===== config.mk =====
export PLATFORM = sky130hd
export DESIGN_NAME = conv_sequencer_flat
export DESIGN_NICKNAME = d
export VERILOG_FILES = /design/src/rtl/conv_sequencer_pkg.sv /design/src/rtl/conv_sequencer_if.sv /design/src/rtl/conv_addr_gen.sv /design/src/rtl/conv_sequencer.sv /design/src/flat_wrapper.sv
export SDC_FILE = /design/constraint.sdc
export NUM_CORES = 1
export LEC_CHECK = 0
export ABC_CLOCK_PERIOD_IN_PS = 2000
export BUFFER_PORTS_ARGS = -buffer_cell sky130_fd_sc_hd__clkbuf_2
export CAP_MARGIN = 25
export CORE_ASPECT_RATIO = 0.75
export CORE_MARGIN = 8
export CORE_UTILIZATION = 46
export CTS_CLUSTER_SIZE = 10
export DETAILED_ROUTE_END_ITERATION = 6
export PLACE_DENSITY = 0.77
export SLEW_MARGIN = 20
export SYNTH_ARGS = -nofsm -noshare
export SYNTH_HDL_FRONTEND = slang
export SYNTH_SLANG_ARGS = --single-unit

===== constraint.sdc =====
create_clock -name clk -period 2 [get_ports clk]
set_clock_uncertainty 0.1 [all_clocks]
set_input_delay 0.2 -clock clk [delete_from_list [all_inputs] [get_ports clk]]
set_output_delay 0.2 -clock clk [all_outputs]
set_load 0.01 [all_outputs]

===== src/rtl/conv_sequencer_pkg.sv =====
// Shared types and sizing helpers for the convolution sequencer slice.
package conv_sequencer_pkg;

    localparam int DATA_WIDTH = 16;

    typedef logic [DATA_WIDTH-1:0] data_t;

    typedef enum logic [2:0] {
        ST_IDLE,
        ST_LOAD_K,
        ST_LOAD_M,
        ST_CLEAR,
        ST_TAP,
        ST_EMIT,
        ST_DONE
    } conv_state_t;

    function automatic int out_dim(input int n, input int k);
        return n - k + 1;
    endfunction

    // Never returns zero so that K=1 still yields a usable 1-bit field.
    function automatic int cnt_w(input int n);
        return (n <= 1) ? 1 : $clog2(n);
    endfunction

    function automatic int kern_aw(input int k);
        return cnt_w(k * k);
    endfunction

    function automatic int mat_aw(input int n);
        return cnt_w(n * n);
    endfunction

endpackage


===== src/rtl/conv_sequencer_if.sv =====
// Load stream, memory, MAC and result signals between the sequencer and its datapath.
interface conv_sequencer_if #(
    parameter int MATRIX_DIM = 16,
    parameter int CONV_DIM   = 3
);
    import conv_sequencer_pkg::*;

    logic                               in_valid;
    logic                               in_ready;
    data_t                              in_data;
    logic                               kern_we;
    logic [kern_aw(CONV_DIM)-1:0]       kern_addr;
    logic                               mat_we;
    logic [mat_aw(MATRIX_DIM)-1:0]      mat_addr;
    data_t                              wdata;
    logic                               mac_clr;
    logic                               mac_en;
    data_t                              mac_sum;
    logic                               out_valid;
    logic                               out_ready;
    data_t                              out_data;

    modport master (
        input  in_valid, in_data, mac_sum, out_ready,
        output in_ready, kern_we, kern_addr, mat_we, mat_addr, wdata,
               mac_clr, mac_en, out_valid, out_data
    );

    modport slave (
        output in_valid, in_data, mac_sum, out_ready,
        input  in_ready, kern_we, kern_addr, mat_we, mat_addr, wdata,
               mac_clr, mac_en, out_valid, out_data
    );

endinterface


===== src/rtl/conv_addr_gen.sv =====
// Nested window (r,c) and tap (i,j) counters producing kernel and matrix read addresses.
module conv_addr_gen
    import conv_sequencer_pkg::*;
#(
    parameter int MATRIX_DIM = 16,
    parameter int CONV_DIM   = 3
) (
    input  logic                          clk,
    input  logic                          rst,
    input  logic                          clear,
    input  logic                          tap_step,
    input  logic                          win_step,
    output logic [kern_aw(CONV_DIM)-1:0]  kern_addr,
    output logic [mat_aw(MATRIX_DIM)-1:0] mat_addr,
    output logic                          last_tap,
    output logic                          last_window
);

    localparam int KAW = kern_aw(CONV_DIM);
    localparam int MAW = mat_aw(MATRIX_DIM);
    localparam int OD  = out_dim(MATRIX_DIM, CONV_DIM);
    localparam int TW  = cnt_w(CONV_DIM) + 1;
    localparam int WW  = cnt_w(OD) + 1;
    localparam logic [TW-1:0] TAP_LAST = TW'(CONV_DIM - 1);
    localparam logic [WW-1:0] WIN_LAST = WW'(OD - 1);

    logic [TW-1:0] i, j;
    logic [WW-1:0] r, c;
    int unsigned   kern_lin, mat_lin;

    // Tap counters wrap on their own after the last tap, ready for the next window.
    always_ff @(posedge clk) begin
        if (rst || clear) begin
            i <= '0;
            j <= '0;
            r <= '0;
            c <= '0;
        end else begin
            if (tap_step) begin
                if (j == TAP_LAST) begin
                    j <= '0;
                    i <= (i == TAP_LAST) ? '0 : i + 1'b1;
                end else begin
                    j <= j + 1'b1;
                end
            end
            if (win_step) begin
                if (c == WIN_LAST) begin
                    c <= '0;
                    r <= (r == WIN_LAST) ? '0 : r + 1'b1;
                end else begin
                    c <= c + 1'b1;
                end
            end
        end
    end

    assign kern_lin    = 32'(i) * CONV_DIM + 32'(j);
    assign mat_lin     = (32'(r) + 32'(i)) * MATRIX_DIM + 32'(c) + 32'(j);
    assign kern_addr   = KAW'(kern_lin);
    assign mat_addr    = MAW'(mat_lin);
    assign last_tap    = (i == TAP_LAST) && (j == TAP_LAST);
    assign last_window = (r == WIN_LAST) && (c == WIN_LAST);

endmodule


===== src/rtl/conv_sequencer.sv =====
// Sequences one valid-mode 2-D convolution: load kernel/matrix, walk windows and taps, emit results.
//
// state   | meaning
// IDLE    | waiting for start
// LOAD_K  | accepting K*K kernel words
// LOAD_M  | accepting N*N matrix words
// CLEAR   | clearing the MAC for a new window
// TAP     | one MAC accumulate per kernel tap
// EMIT    | holding the window result until out_ready
// DONE    | one-cycle completion pulse
module conv_sequencer
    import conv_sequencer_pkg::*;
#(
    parameter int MATRIX_DIM = 16,
    parameter int CONV_DIM   = 3
) (
    input  logic              clk,
    input  logic              rst,
    input  logic              start,
    input  logic              reuse_kernel,
    conv_sequencer_if.master  bus,
    output logic              busy,
    output logic              done
);

    localparam int KAW = kern_aw(CONV_DIM);
    localparam int MAW = mat_aw(MATRIX_DIM);
    localparam int LW  = MAW + 1;
    localparam logic [LW-1:0] K_LAST = LW'(CONV_DIM * CONV_DIM - 1);
    localparam logic [LW-1:0] M_LAST = LW'(MATRIX_DIM * MATRIX_DIM - 1);

    conv_state_t    state;
    logic [LW-1:0]  load_cnt;
    logic           in_ready_q, mac_clr_q, mac_en_q, out_valid_q;
    logic           accept, tap_step, win_step;
    logic           last_tap, last_window;
    logic [KAW-1:0] gen_kern_addr;
    logic [MAW-1:0] gen_mat_addr;

    assign accept   = bus.in_valid & in_ready_q;
    assign tap_step = (state == ST_TAP);
    assign win_step = (state == ST_EMIT) & bus.out_ready;

    conv_addr_gen #(
        .MATRIX_DIM (MATRIX_DIM),
        .CONV_DIM   (CONV_DIM)
    ) u_addr_gen (
        .clk         (clk),
        .rst         (rst),
        .clear       (state == ST_IDLE),
        .tap_step    (tap_step),
        .win_step    (win_step),
        .kern_addr   (gen_kern_addr),
        .mat_addr    (gen_mat_addr),
        .last_tap    (last_tap),
        .last_window (last_window)
    );

    always_ff @(posedge clk) begin
        if (rst) begin
            state       <= ST_IDLE;
            load_cnt    <= '0;
            in_ready_q  <= 1'b0;
            mac_clr_q   <= 1'b0;
            mac_en_q    <= 1'b0;
            out_valid_q <= 1'b0;
            busy        <= 1'b0;
            done        <= 1'b0;
        end else begin
            case (state)
                ST_IDLE: begin
                    if (start) begin
                        state      <= reuse_kernel ? ST_LOAD_M : ST_LOAD_K;
                        load_cnt   <= '0;
                        in_ready_q <= 1'b1;
                        busy       <= 1'b1;
                    end
                end
                ST_LOAD_K: begin
                    if (accept) begin
                        if (load_cnt == K_LAST) begin
                            load_cnt <= '0;
                            state    <= ST_LOAD_M;
                        end else begin
                            load_cnt <= load_cnt + 1'b1;
                        end
                    end
                end
                ST_LOAD_M: begin
                    if (accept) begin
                        if (load_cnt == M_LAST) begin
                            load_cnt   <= '0;
                            in_ready_q <= 1'b0;
                            mac_clr_q  <= 1'b1;
                            state      <= ST_CLEAR;
                        end else begin
                            load_cnt <= load_cnt + 1'b1;
                        end
                    end
                end
                ST_CLEAR: begin
                    mac_clr_q <= 1'b0;
                    mac_en_q  <= 1'b1;
                    state     <= ST_TAP;
                end
                ST_TAP: begin
                    if (last_tap) begin
                        mac_en_q    <= 1'b0;
                        out_valid_q <= 1'b1;
                        state       <= ST_EMIT;
                    end
                end
                ST_EMIT: begin
                    if (bus.out_ready) begin
                        out_valid_q <= 1'b0;
                        if (last_window) begin
                            done  <= 1'b1;
                            state <= ST_DONE;
                        end else begin
                            mac_clr_q <= 1'b1;
                            state     <= ST_CLEAR;
                        end
                    end
                end
                ST_DONE: begin
                    done  <= 1'b0;
                    busy  <= 1'b0;
                    state <= ST_IDLE;
                end
                default: state <= ST_IDLE;
            endcase
        end
    end

    // Load addresses come from the word count; compute addresses from the window/tap walk.
    always_comb begin
        bus.kern_addr = '0;
        bus.mat_addr  = '0;
        case (state)
            ST_LOAD_K: bus.kern_addr = KAW'(load_cnt);
            ST_LOAD_M: bus.mat_addr  = MAW'(load_cnt);
            ST_TAP: begin
                bus.kern_addr = gen_kern_addr;
                bus.mat_addr  = gen_mat_addr;
            end
            default: ;
        endcase
    end

    assign bus.in_ready  = in_ready_q;
    assign bus.kern_we   = accept & (state == ST_LOAD_K);
    assign bus.mat_we    = accept & (state == ST_LOAD_M);
    assign bus.wdata     = bus.in_data;
    assign bus.mac_clr   = mac_clr_q;
    assign bus.mac_en    = mac_en_q;
    assign bus.out_valid = out_valid_q;
    assign bus.out_data  = out_valid_q ? bus.mac_sum : '0;

endmodule


===== src/flat_wrapper.sv =====
// flat-port wrapper written by rule: the top's interface ports become plain ports
module conv_sequencer_flat import conv_sequencer_pkg::*;
#(
    parameter int MATRIX_DIM = 16,
    parameter int CONV_DIM   = 3
)
  (clk, rst, start, reuse_kernel, busy, done, bus_in_valid, bus_in_data, bus_mac_sum, bus_out_ready, bus_in_ready, bus_kern_we, bus_kern_addr, bus_mat_we, bus_mat_addr, bus_wdata, bus_mac_clr, bus_mac_en, bus_out_valid, bus_out_data);
  conv_sequencer_if #(.MATRIX_DIM(MATRIX_DIM), .CONV_DIM(CONV_DIM)) bus_i ();
  input  logic clk;
  input  logic rst;
  input  logic start;
  input  logic reuse_kernel;
  output logic busy;
  output logic done;
  input wire logic [$bits(bus_i.in_valid)-1:0] bus_in_valid;
  input wire logic [$bits(bus_i.in_data)-1:0] bus_in_data;
  input wire logic [$bits(bus_i.mac_sum)-1:0] bus_mac_sum;
  input wire logic [$bits(bus_i.out_ready)-1:0] bus_out_ready;
  output wire logic [$bits(bus_i.in_ready)-1:0] bus_in_ready;
  output wire logic [$bits(bus_i.kern_we)-1:0] bus_kern_we;
  output wire logic [$bits(bus_i.kern_addr)-1:0] bus_kern_addr;
  output wire logic [$bits(bus_i.mat_we)-1:0] bus_mat_we;
  output wire logic [$bits(bus_i.mat_addr)-1:0] bus_mat_addr;
  output wire logic [$bits(bus_i.wdata)-1:0] bus_wdata;
  output wire logic [$bits(bus_i.mac_clr)-1:0] bus_mac_clr;
  output wire logic [$bits(bus_i.mac_en)-1:0] bus_mac_en;
  output wire logic [$bits(bus_i.out_valid)-1:0] bus_out_valid;
  output wire logic [$bits(bus_i.out_data)-1:0] bus_out_data;
  assign bus_i.in_valid = bus_in_valid;
  assign bus_i.in_data = bus_in_data;
  assign bus_i.mac_sum = bus_mac_sum;
  assign bus_i.out_ready = bus_out_ready;
  assign bus_in_ready = bus_i.in_ready;
  assign bus_kern_we = bus_i.kern_we;
  assign bus_kern_addr = bus_i.kern_addr;
  assign bus_mat_we = bus_i.mat_we;
  assign bus_mat_addr = bus_i.mat_addr;
  assign bus_wdata = bus_i.wdata;
  assign bus_mac_clr = bus_i.mac_clr;
  assign bus_mac_en = bus_i.mac_en;
  assign bus_out_valid = bus_i.out_valid;
  assign bus_out_data = bus_i.out_data;
  conv_sequencer #(.MATRIX_DIM(MATRIX_DIM), .CONV_DIM(CONV_DIM)) u_core (.clk(clk), .rst(rst), .start(start), .reuse_kernel(reuse_kernel), .bus(bus_i), .busy(busy), .done(done));
endmodule

Yosys cells after proc, flatten, opt, wreduce, memory -nomap -nowiden
Index checks and enable logic that the tools add are counted.
{"block": "op_classes", "addsub": 9, "mul": 1, "n_div": 0, "magnitude_cmp": 0, "eq_ne": 21, "shift": 0, "muxes": 41, "bitwise": 4, "reduce_logical": 21}
{"operator": "2-to-1 mux 9 bit", "count": 5}
{"operator": "2-to-1 mux 3 bit", "count": 10}
{"operator": "case mux 9 bit (3 select lines)", "count": 1}
{"operator": "case mux 3 bit (6 select lines)", "count": 1}
{"operator": "2-to-1 mux 16 bit", "count": 1}
{"operator": "case mux 8 bit (2 select lines)", "count": 1}
{"operator": "equality test 3 x 2 -> 1 bit, second input constant", "count": 4}
{"operator": "2-to-1 mux 1 bit", "count": 12}
{"operator": "adder 5 x 1 -> 5 bit, second input constant", "count": 2}
{"operator": "equality test 5 x 4 -> 1 bit, second input constant", "count": 2}
{"operator": "2-to-1 mux 5 bit", "count": 2}
{"operator": "!= test 2 x 1 -> 1 bit, second input constant", "count": 5}
{"operator": "case mux 1 bit (2 select lines)", "count": 5}
{"operator": "nonzero test 2 bit", "count": 5}
{"operator": "adder 9 x 1 -> 9 bit, second input constant", "count": 1}
{"operator": "equality test 3 bit, second input constant", "count": 3}
{"operator": "equality test 9 x 4 -> 1 bit, second input constant", "count": 1}
{"operator": "equality test 9 x 8 -> 1 bit, second input constant", "count": 1}
{"operator": "adder 4 x 3 -> 4 bit", "count": 2}
{"operator": "adder 8 x 3 -> 8 bit", "count": 1}
{"operator": "adder 8 x 5 -> 8 bit", "count": 1}
{"operator": "!= test 2 bit, second input constant", "count": 4}
{"operator": "case mux 4 bit (2 select lines)", "count": 1}
{"operator": "AND reduction 2 bit", "count": 4}
{"operator": "other kinds (14)", "count": 22}
{"block": "word_totals", "register_bits": 34, "latchBits": 0, "ramBits": 0, "mem_bits_ro": 0, "mem_count": 0}

Longest topological paths before layout
Gate-level depths: netlist (run 1).
{"block": "logic_depth", "ltp_word": 5, "mapped_depth": 9}

Cells and area by module
A second synthesis (run 1) with hierarchy kept.
{"block": "unflattened", "hier_cells": 316, "area_unflattened_um2": 2595.0}
{"mod": "conv_sequencer", "n_inst": 1, "cells_per_inst": 186, "area_per_inst_um2": 1392.6}
{"mod": "conv_addr_gen", "n_inst": 1, "cells_per_inst": 130, "area_per_inst_um2": 1202.4}

Worst setup path after synthesis (run 1)
OpenSTA, ideal clock, no wires.
{"block": "synth_timing", "kind": "register to output", "from": "register u_core.u_addr_gen.i[1]", "to": "output port bus_kern_addr[2]", "arrival_time_ns": 1.885, "setup_slack_ns": -0.185, "path_stages_with_launch": 6, "n_path_buf": 0, "path_cell_list": "dfxtp_1 > fa_1 > ha_1 > inv_1 > fa_1 > o21ai_0"}
{"block": "synth_between", "elab_chain_len": 3}
{"element": "from (decl)", "line": "conv_addr_gen.sv:27", "text": "logic [TW-1:0] i, j;"}
{"element": "from (signal assigned)", "line": "conv_addr_gen.sv:42", "text": "i <= (i == TAP_LAST) ? '0 : i + 1'b1;"}
{"element": "multiplier 3 x 2 -> 4 bit", "line": "conv_addr_gen.sv:58", "text": "assign kern_lin = 32'(i) * CONV_DIM + 32'(j);"}
{"element": "adder 4 x 3 -> 4 bit", "line": "conv_addr_gen.sv:58"}
{"element": "case mux 4 bit (2 select lines)", "line": "conv_sequencer.sv:139", "text": "case (state)"}
{"element": "to (decl)", "line": "flat_wrapper.sv:21", "text": "output wire logic [$bits(bus_i.kern_addr)-1:0] bus_kern_addr;"}
Every way passes these cells.

Worst setup path after layout (run 1)
{"block": "layout_timing", "from": "register u_core.u_addr_gen.j[1]", "to": "output port bus_kern_addr[2]"}
{"block": "layout_between", "elab_chain_len": 2}
{"element": "from (decl)", "line": "conv_addr_gen.sv:27"}
{"element": "from (signal assigned)", "line": "conv_addr_gen.sv:44", "text": "j <= j + 1'b1;"}
{"element": "adder 4 x 3 -> 4 bit", "line": "conv_addr_gen.sv:58"}
{"element": "case mux 4 bit (2 select lines)", "line": "conv_sequencer.sv:139"}
Every way passes these cells.

==> results of run 1 <==
-- metal layers --
metal / vias to the layer above / wire length (um)
li1: 1250 / -
met1: 1210 / 3370
met2: 69 / 3640
met3: 9 / 578
met4: 0 / 102
met5: - / 0
-- placed cells by master (no fill, tap or decap), types with 4 or more instances in the layout --
| master | synthesis | routed |
|---|---|---|
| a21oi_1 | 14 | 11 |
| a21oi_2 | 2 | 4 |
| and2_1 | 16 | 16 |
| buf_2 | 3 | 6 |
| buf_4 | 17 | 44 |
| clkbuf_2 | 0 | 51 |
| clkbuf_8 | 0 | 8 |
| dfxtp_1 | 34 | 22 |
| dfxtp_2 | 0 | 8 |
| dfxtp_4 | 0 | 4 |
| ha_1 | 19 | 14 |
| inv_1 | 17 | 14 |
| inv_2 | 1 | 4 |
| nand2_1 | 27 | 26 |
| nand3_1 | 6 | 5 |
| nand3b_1 | 4 | 4 |
| nand4_1 | 6 | 6 |
| nor2_1 | 31 | 30 |
| nor3_1 | 7 | 7 |
| o21ai_0 | 22 | 11 |
| o21ai_1 | 1 | 8 |
| o21ai_2 | 2 | 4 |
| xnor2_1 | 12 | 12 |
| xor2_1 | 14 | 12 |
-- power breakdown --
part	switching [uW]	internal, uW	leakage (uW)
logic	548	492	0.00114
registers	81.9	738	0.000282
clock network	276	348	0.0000575
total	906	1580	0.00148
-- state kept, by name, indices dropped and copies added (netlist names) --
signal and count:
u_core.load_cnt 9, u_core.u_addr_gen.c 5, u_core.u_addr_gen.r 5, u_core.state 3, u_core.u_addr_gen.i 3, u_core.u_addr_gen.j 3, u_core.bus.in_ready 1, u_core.bus.mac_clr 1
u_core.bus.mac_en 1, u_core.bus.out_valid 1, u_core.busy 1, u_core.done 1
-- cell type report --
type	count	area, um2
sequential	34	706
timing repair buffer	103	638
inverter	18	67.6
fill	476	2180
clock buffer	8	110
tap	78	97.6
multi-input combinational	241	1870
-- Yosys cell counts (2+ instances only) --
| master | number |
|---|---|
| fa_1 | 5 |
| nand4_1 | 6 |
| nor3_1 | 7 |
| nor3b_1 | 3 |
| dfxtp_1 | 34 |
| a21oi_1 | 14 |
| ha_1 | 19 |
| nand4b_1 | 3 |
| xnor2_1 | 12 |
| o21ai_0 | 22 |
| or4b_1 | 2 |
| and2_1 | 16 |
| o21a_1 | 2 |
| nor2b_1 | 3 |
| clkbuf_1 | 6 |
| a22o_1 | 2 |
| nand2_1 | 27 |
| xor2_1 | 14 |
| a21oi_2 | 2 |
| nand3_1 | 6 |
| buf_4 | 17 |
| a31oi_1 | 2 |
| nand2b_1 | 4 |
| nand3b_1 | 4 |
| mux2i_1 | 2 |
| o21ai_2 | 2 |
| inv_1 | 17 |
| buf_2 | 3 |
| nor2_1 | 31 |
| o22ai_1 | 3 |
-- repair_timing --
| item | CTS | global route |
|---|---|---|
| pin swaps | 8 | 13 |
| setup endpoints to repair | 22 | 22 |
| gates resized for setup | 22 | 35 |
| setup buffers | 1 | 4 |
-- worst max-delay path: stages (launching register included) --
cell	delay (ns)
dfxtp_2	0.34
fa_1	0.47
ha_1	0.20
inv_1	0.07
fa_2	0.43
o21ai_2	0.13
buf_2	0.14
-- how the worst min path moves through the flow --
stage	to	startpoint	depth (start not counted)
finish	u_core.bus.in_ready	start	3
global route	u_core.bus.in_ready	start	3
CTS	u_core.bus.in_ready	start	3
detailed placement	bus_wdata[0]	bus_in_data[0]	0
global placement	bus_wdata[0]	bus_in_data[0]	0
floorplan	u_core.bus.in_ready	start	2
-- kinds of logic after synthesis --
| group | after synthesis | synth area share, % |
|---|---|---|
| DFF | 34 | 25.8 |
| and+or+nand+nor | 125 | 26.7 |
| xor gates and xnor gates | 26 | 8.64 |
| muxes | 2 | 0.759 |
| adders and majority gates | 24 | 12.8 |
| buffers and inverters | 45 | 9.25 |
| AOI/OAI and AO/OA | 64 | 16.0 |
-- per-stage QoR --
step	cell area [um2]	util (%)	setup TNS, ns	hold WS (ns)
floorplan	2660	-	-0.00389	0.253
global route	3490	61.6	-2.55	0.105
finish	3490	61.6	-1.97	0.0973
CTS	3380	59.5	-2.10	0.101
detailed placement	3170	55.9	-0.565	0.300
global placement	3170	55.9	-0.165	0.300
==> run_results.csv, run 1 <==
group,metric,value,unit
sta,clock.fmax,421,MHz
route,drtIter0Drc,121,
global_route,grt_max_degree,19,
power_and_ir_drop,leakage,0.00148,uW
synthesis,synth_edf_count,0,
worst_setup_path,startpoint,"u_core.u_addr_gen.j[1]",
synthesis,synthCells,320,
die,rows,24,
cells_and_area,nNetsFinal,465,
sta,period_share,119,%
synthesis,synthTopCellsByArea,"dfxtp_1 26%, ha_1 9.0%, buf_4 4.8%",
worst_setup_path,cp_max_fo,3,
sta,tightest_slew,0.486,ns
die,start_util,46.5,%
worst_setup_path,cp-endpoint,"bus_kern_addr[2]",
cts,numCtsBuffers,5,
route,drc,0,
global_route,gr-total-overflow,0,
synthesis,syn_area_per_cell,8.24,um2
sta,hold_viol,0,
synthesis,synth_cell_types,60,
die,die-area,8430,um2
power_and_ir_drop,power,2480,uW
synthesis,yosysTopAreaCell,"dfxtp_1",
worst_setup_path,reg2reg_depth,7,
global_route,antenna_found_initial,0,
cts,cts_root_buf,"clkbuf_8",
global_route,first_global_vias,2406,
cts,cts.clk_slew.worst_paths,0.07,ns
route,wl_per_cell,16.0,um
route,num_vias,2538,
placement,port_buffers,57,
synthesis,async_reset_ff_share,0,%
global_route,grtUsageMet2,29.5,%
worst_setup_path,critPathArrivalTime,2.08,ns
cts,hold_buffers,0,
synthesis,synth_top_area_share,25.8,%
route,dr.pass1.iters,4,
placement,place_inst,469,
worst_setup_path,r2r_slack,0.04,ns
die,ioPinCount,90,
die,die_h,81.6,um
sta,slew-limit-headroom,67.3,%
synthesis,ys_seq_area_share,25.8,%
power_and_ir_drop,power_density,711,nW/um2
run_status,violations,"setup timing",
placement,gp_congestion,0.879,
hold_path,hold_path.class,"in -> reg",
synthesis,synth_seq_cells,34,
power_and_ir_drop,ir_worst_vdd,0.372,mV
run,cap_violations,0,
placement,dp_slack,-0.147,ns
cells_and_area,drive_gt1_share,41.6,%
cells_and_area,fin_cells,482,
global_route,grt_pass1_wl,11800,um
worst_setup_path,r2r_start,"u_core.load_cnt[0]",
cts,cts_tree,"yes",
synthesis,synth_ff_type,"dfxtp_1",
sta,period_needed,2.38,ns
global_route,use_met3,4.74,%
route,wirelength,7690,um
synthesis,syn_area,2640,um2
cts,cts_sinks,34,
worst_setup_path,worstSetupEndpointType,"primary output",
worst_setup_path,start_kind,"register",
synthesis,synth_nets,382,
route,drt.antenna.violating_nets,0,
global_route,met1_usage,22.3,%
die,die_w,103,um
die,coreArea,5680,um2
sta,worst_slack,-0.378,ns
run_status,status,"finished, violations left",
cts,htree_levels,2,
cts,cts_buffer_depth,2,
route,viasPerCell,5.27,
sta,finalSetupViolCount,9,
placement,dpl.hpwl,5780,um
worst_setup_path,path_class,"reg -> out",
cts,insertion_delay,0.30,ns
worst_setup_path,required,1.70,ns
sta,rsz0062_at_grt,"true",
worst_setup_path,r2r_end,"u_core.state[1]",
global_route,grt_use_total,17.9,%
synthesis,yosys_warnings,0,
cells_and_area,area_delta_synth_final,32.5,%
global_route,grt.busiest_layer,"met2",
cells_and_area,antenna_cells,0,
sta,drv_slew,0,
Power figures use the tool's default switching activity.
==> run 2: changes to the inputs <==
Settings changed: SKIP_LAST_GASP from default to 1.
==> run 2 against run 1 <==
The flow still finishes with violations (setup timing). Setup slack lost 0.057 ns. First-iteration DRC count shrank 6.6%. Worst hold slack gained 0.0042 ns. Non-clock buffer count grew 1. Critical path depth grew 3. Highest routed layer unchanged. Wire length grew 0.20%. Via count grew 0.28%. Combinational power is essentially flat.
==> run_results.csv, run 2 (synthesis results as in run 1) <==
group,metric,value,unit
run_status,status,"finished, violations left",
run_status,violations,"setup timing",
placement,dpl.hpwl,5780,um
hold_path,holdPathStages,3,
cts,cts_buffer_depth,2,
global_route,grt_max_degree,19,
route,drt.antenna.violating_nets,0,
run,cap_violations,0,
route,wl_per_cell,16.0,um
worst_setup_path,startpoint,"u_core.u_addr_gen.c[0]",
cts,numCtsBuffers,5,
die,rows,24,
route,wirelength,7710,um
route,drtIter0Drc,113,
cells_and_area,largest_register,"u_core.load_cnt",
cells_and_area,final_cell_mix,"48 x clkbuf_2, 47 x buf_4, 30 x nor2_1",
cts,cts_root_buf,"clkbuf_8",
worst_setup_path,cp-endpoint,"bus_mat_addr[6]",
worst_setup_path,r2r_slack,0.04,ns
die,coreArea,5680,um2
die,start_util,46.5,%
cts,cts.clk_slew.worst_paths,0.07,ns
sta,finalSetupViolCount,9,
global_route,antenna_found_initial,0,
sta,holdWs,0.102,ns
cells_and_area,seqCellArea,706,um2
route,drc,0,
sta,period_needed,2.43,ns
sta,slew-limit-headroom,67.3,%
cts,insertion_delay,0.29,ns
worst_setup_path,path_depth,9,
sta,rsz0062_at_grt,"true",
power_and_ir_drop,leakage,0.00148,uW
cells_and_area,nNetsFinal,466,
worst_setup_path,cp_num_buf_inv,2,
sta,drv_slew,0,
route,viasPerCell,5.27,
sta,period_share,122,%
die,die_h,81.6,um
placement,gp_congestion,0.879,
cells_and_area,multi_input_area,1860,um2
cells_and_area,largest_reg_flops,9,
worst_setup_path,critPathSlowestCell,"fa_2",
power_and_ir_drop,ir_worst_vdd,0.370,mV
cells_and_area,nFillCells,477,
worst_setup_path,path_class,"reg -> out",
worst_setup_path,r2r_end,"u_core.state[1]",
cells_and_area,top_regs,"u_core.load_cnt: 9 flops, u_core.u_addr_gen.c: 5 flops, u_core.u_addr_gen.r: 5 flops",
sta,hold_viol,0,
worst_setup_path,r2r_start,"u_core.load_cnt[0]",
worst_setup_path,crit_chain,"ha_4 > inv_2 > fa_2 > nor2b_4 > o211a_1 > o21ai_2 > xnor2_1 > o22ai_2 > buf_2",
cells_and_area,drive_gt1_share,41.2,%
worst_setup_path,cp_max_fo,2,
route,num_vias,2545,
worst_setup_path,start_kind,"register",
sta,tightest_slew,0.486,ns
cells_and_area,antenna_cells,0,
sta,worst_slack,-0.434,ns
cts,cts_sinks,34,
global_route,gr-total-overflow,0,
die,die_w,103,um
worst_setup_path,required,1.70,ns
cts,cts_tree,"yes",
die,die-area,8430,um2
worst_setup_path,reg2reg_depth,7,
sta,clock.fmax,411,MHz
global_route,first_global_vias,2421,
power_and_ir_drop,power_density,712,nW/um2
worst_setup_path,critPathArrivalTime,2.13,ns
cells_and_area,mostFrequentLayoutCell,"clkbuf_2",
cts,htree_levels,2,
route,dr.pass1.iters,4,
hold_path,hold_path.class,"in -> reg",
worst_setup_path,worst_path_largest_cell_delay,0.41,ns
global_route,grt_use_total,17.6,%
global_route,grt_pass1_wl,11600,um
worst_setup_path,cp_top_family,"adder cells",
cells_and_area,fin_util,61.4,%
die,ioPinCount,90,
placement,port_buffers,57,
worst_setup_path,worstSetupEndpointType,"primary output",
cells_and_area,area_delta_synth_final,32.1,%
-- run 2: cell count changes in the layout (fill, tap and decap cells not counted), sizes merged --
cell,change
buf,+4
clkbuf,-3
-- run 2: through the flow --
| stage | TNS, ns | setup slack [ns] | cells | area (um2) | total power [uW] |
|---|---|---|---|---|---|
| 6_report | -2.33 | -0.434 | 483 | 3480 | 2480 |
| 5_1_grt | -2.89 | -0.502 | 483 | 3480 | 2590 |
| 4_1_cts | -2.36 | -0.397 | 478 | 3350 | 2350 |
| 3_5_place_dp | -0.565 | -0.147 | 469 | 3170 | 1730 |
| 3_3_place_gp | -0.165 | -0.0599 | 469 | 3170 | 1710 |
| 2_1_floorplan | -0.00389 | -0.00389 | 320 | 2660 | 1420 |
-- run 2: worst min path at each step --
stage,from,to,slack (ns)
after global placement,bus_in_data[0],bus_wdata[0],0.30
after global routing,start,u_core.bus.in_ready,0.10
after floorplan,start,u_core.bus.in_ready,0.25
after CTS,start,u_core.bus.in_ready,0.10
after detailed placement,bus_in_data[0],bus_wdata[0],0.30
final,start,u_core.bus.in_ready,0.10
-- run 2: tightest hold or removal path, cell delays in order --
cell	delay, ns
clkbuf_2	0.11
nand2_1	0.08
a21oi_1	0.06
-- run 2: timing repair --
action	4_1_cts	5_1_grt
pin swaps	5	13
setup buffers	1	5
resized for setup	15	40
hold buffers	0	0
setup endpoints to repair	22	21
-- run 2: final cells by class --
type | count | area share, %
multi-input cells | 241 | 53.5
repair buffers | 104 | 18.3
clock buffers | 8 | 3.16
well taps | 78 | 2.80
flip-flops and latches | 34 | 20.3
inverters | 18 | 1.94
-- run 2: power breakdown --
part / switching [uW] / total (uW) / internal (uW)
registers: 82.3 / 821 / 738
clock network: 269 / 617 / 348
logic: 548 / 1040 / 492
-- run 2: layer usage --
metal,vias to the layer above,share of wire (%),track usage (%),wire length [um]
met5,-,0,0,0
met2,79,46,28.7,3580
li1,1250,-,-,-
met3,14,8.6,4.49,666
met4,0,2.5,6.91,191
met1,1202,42,21.8,3270
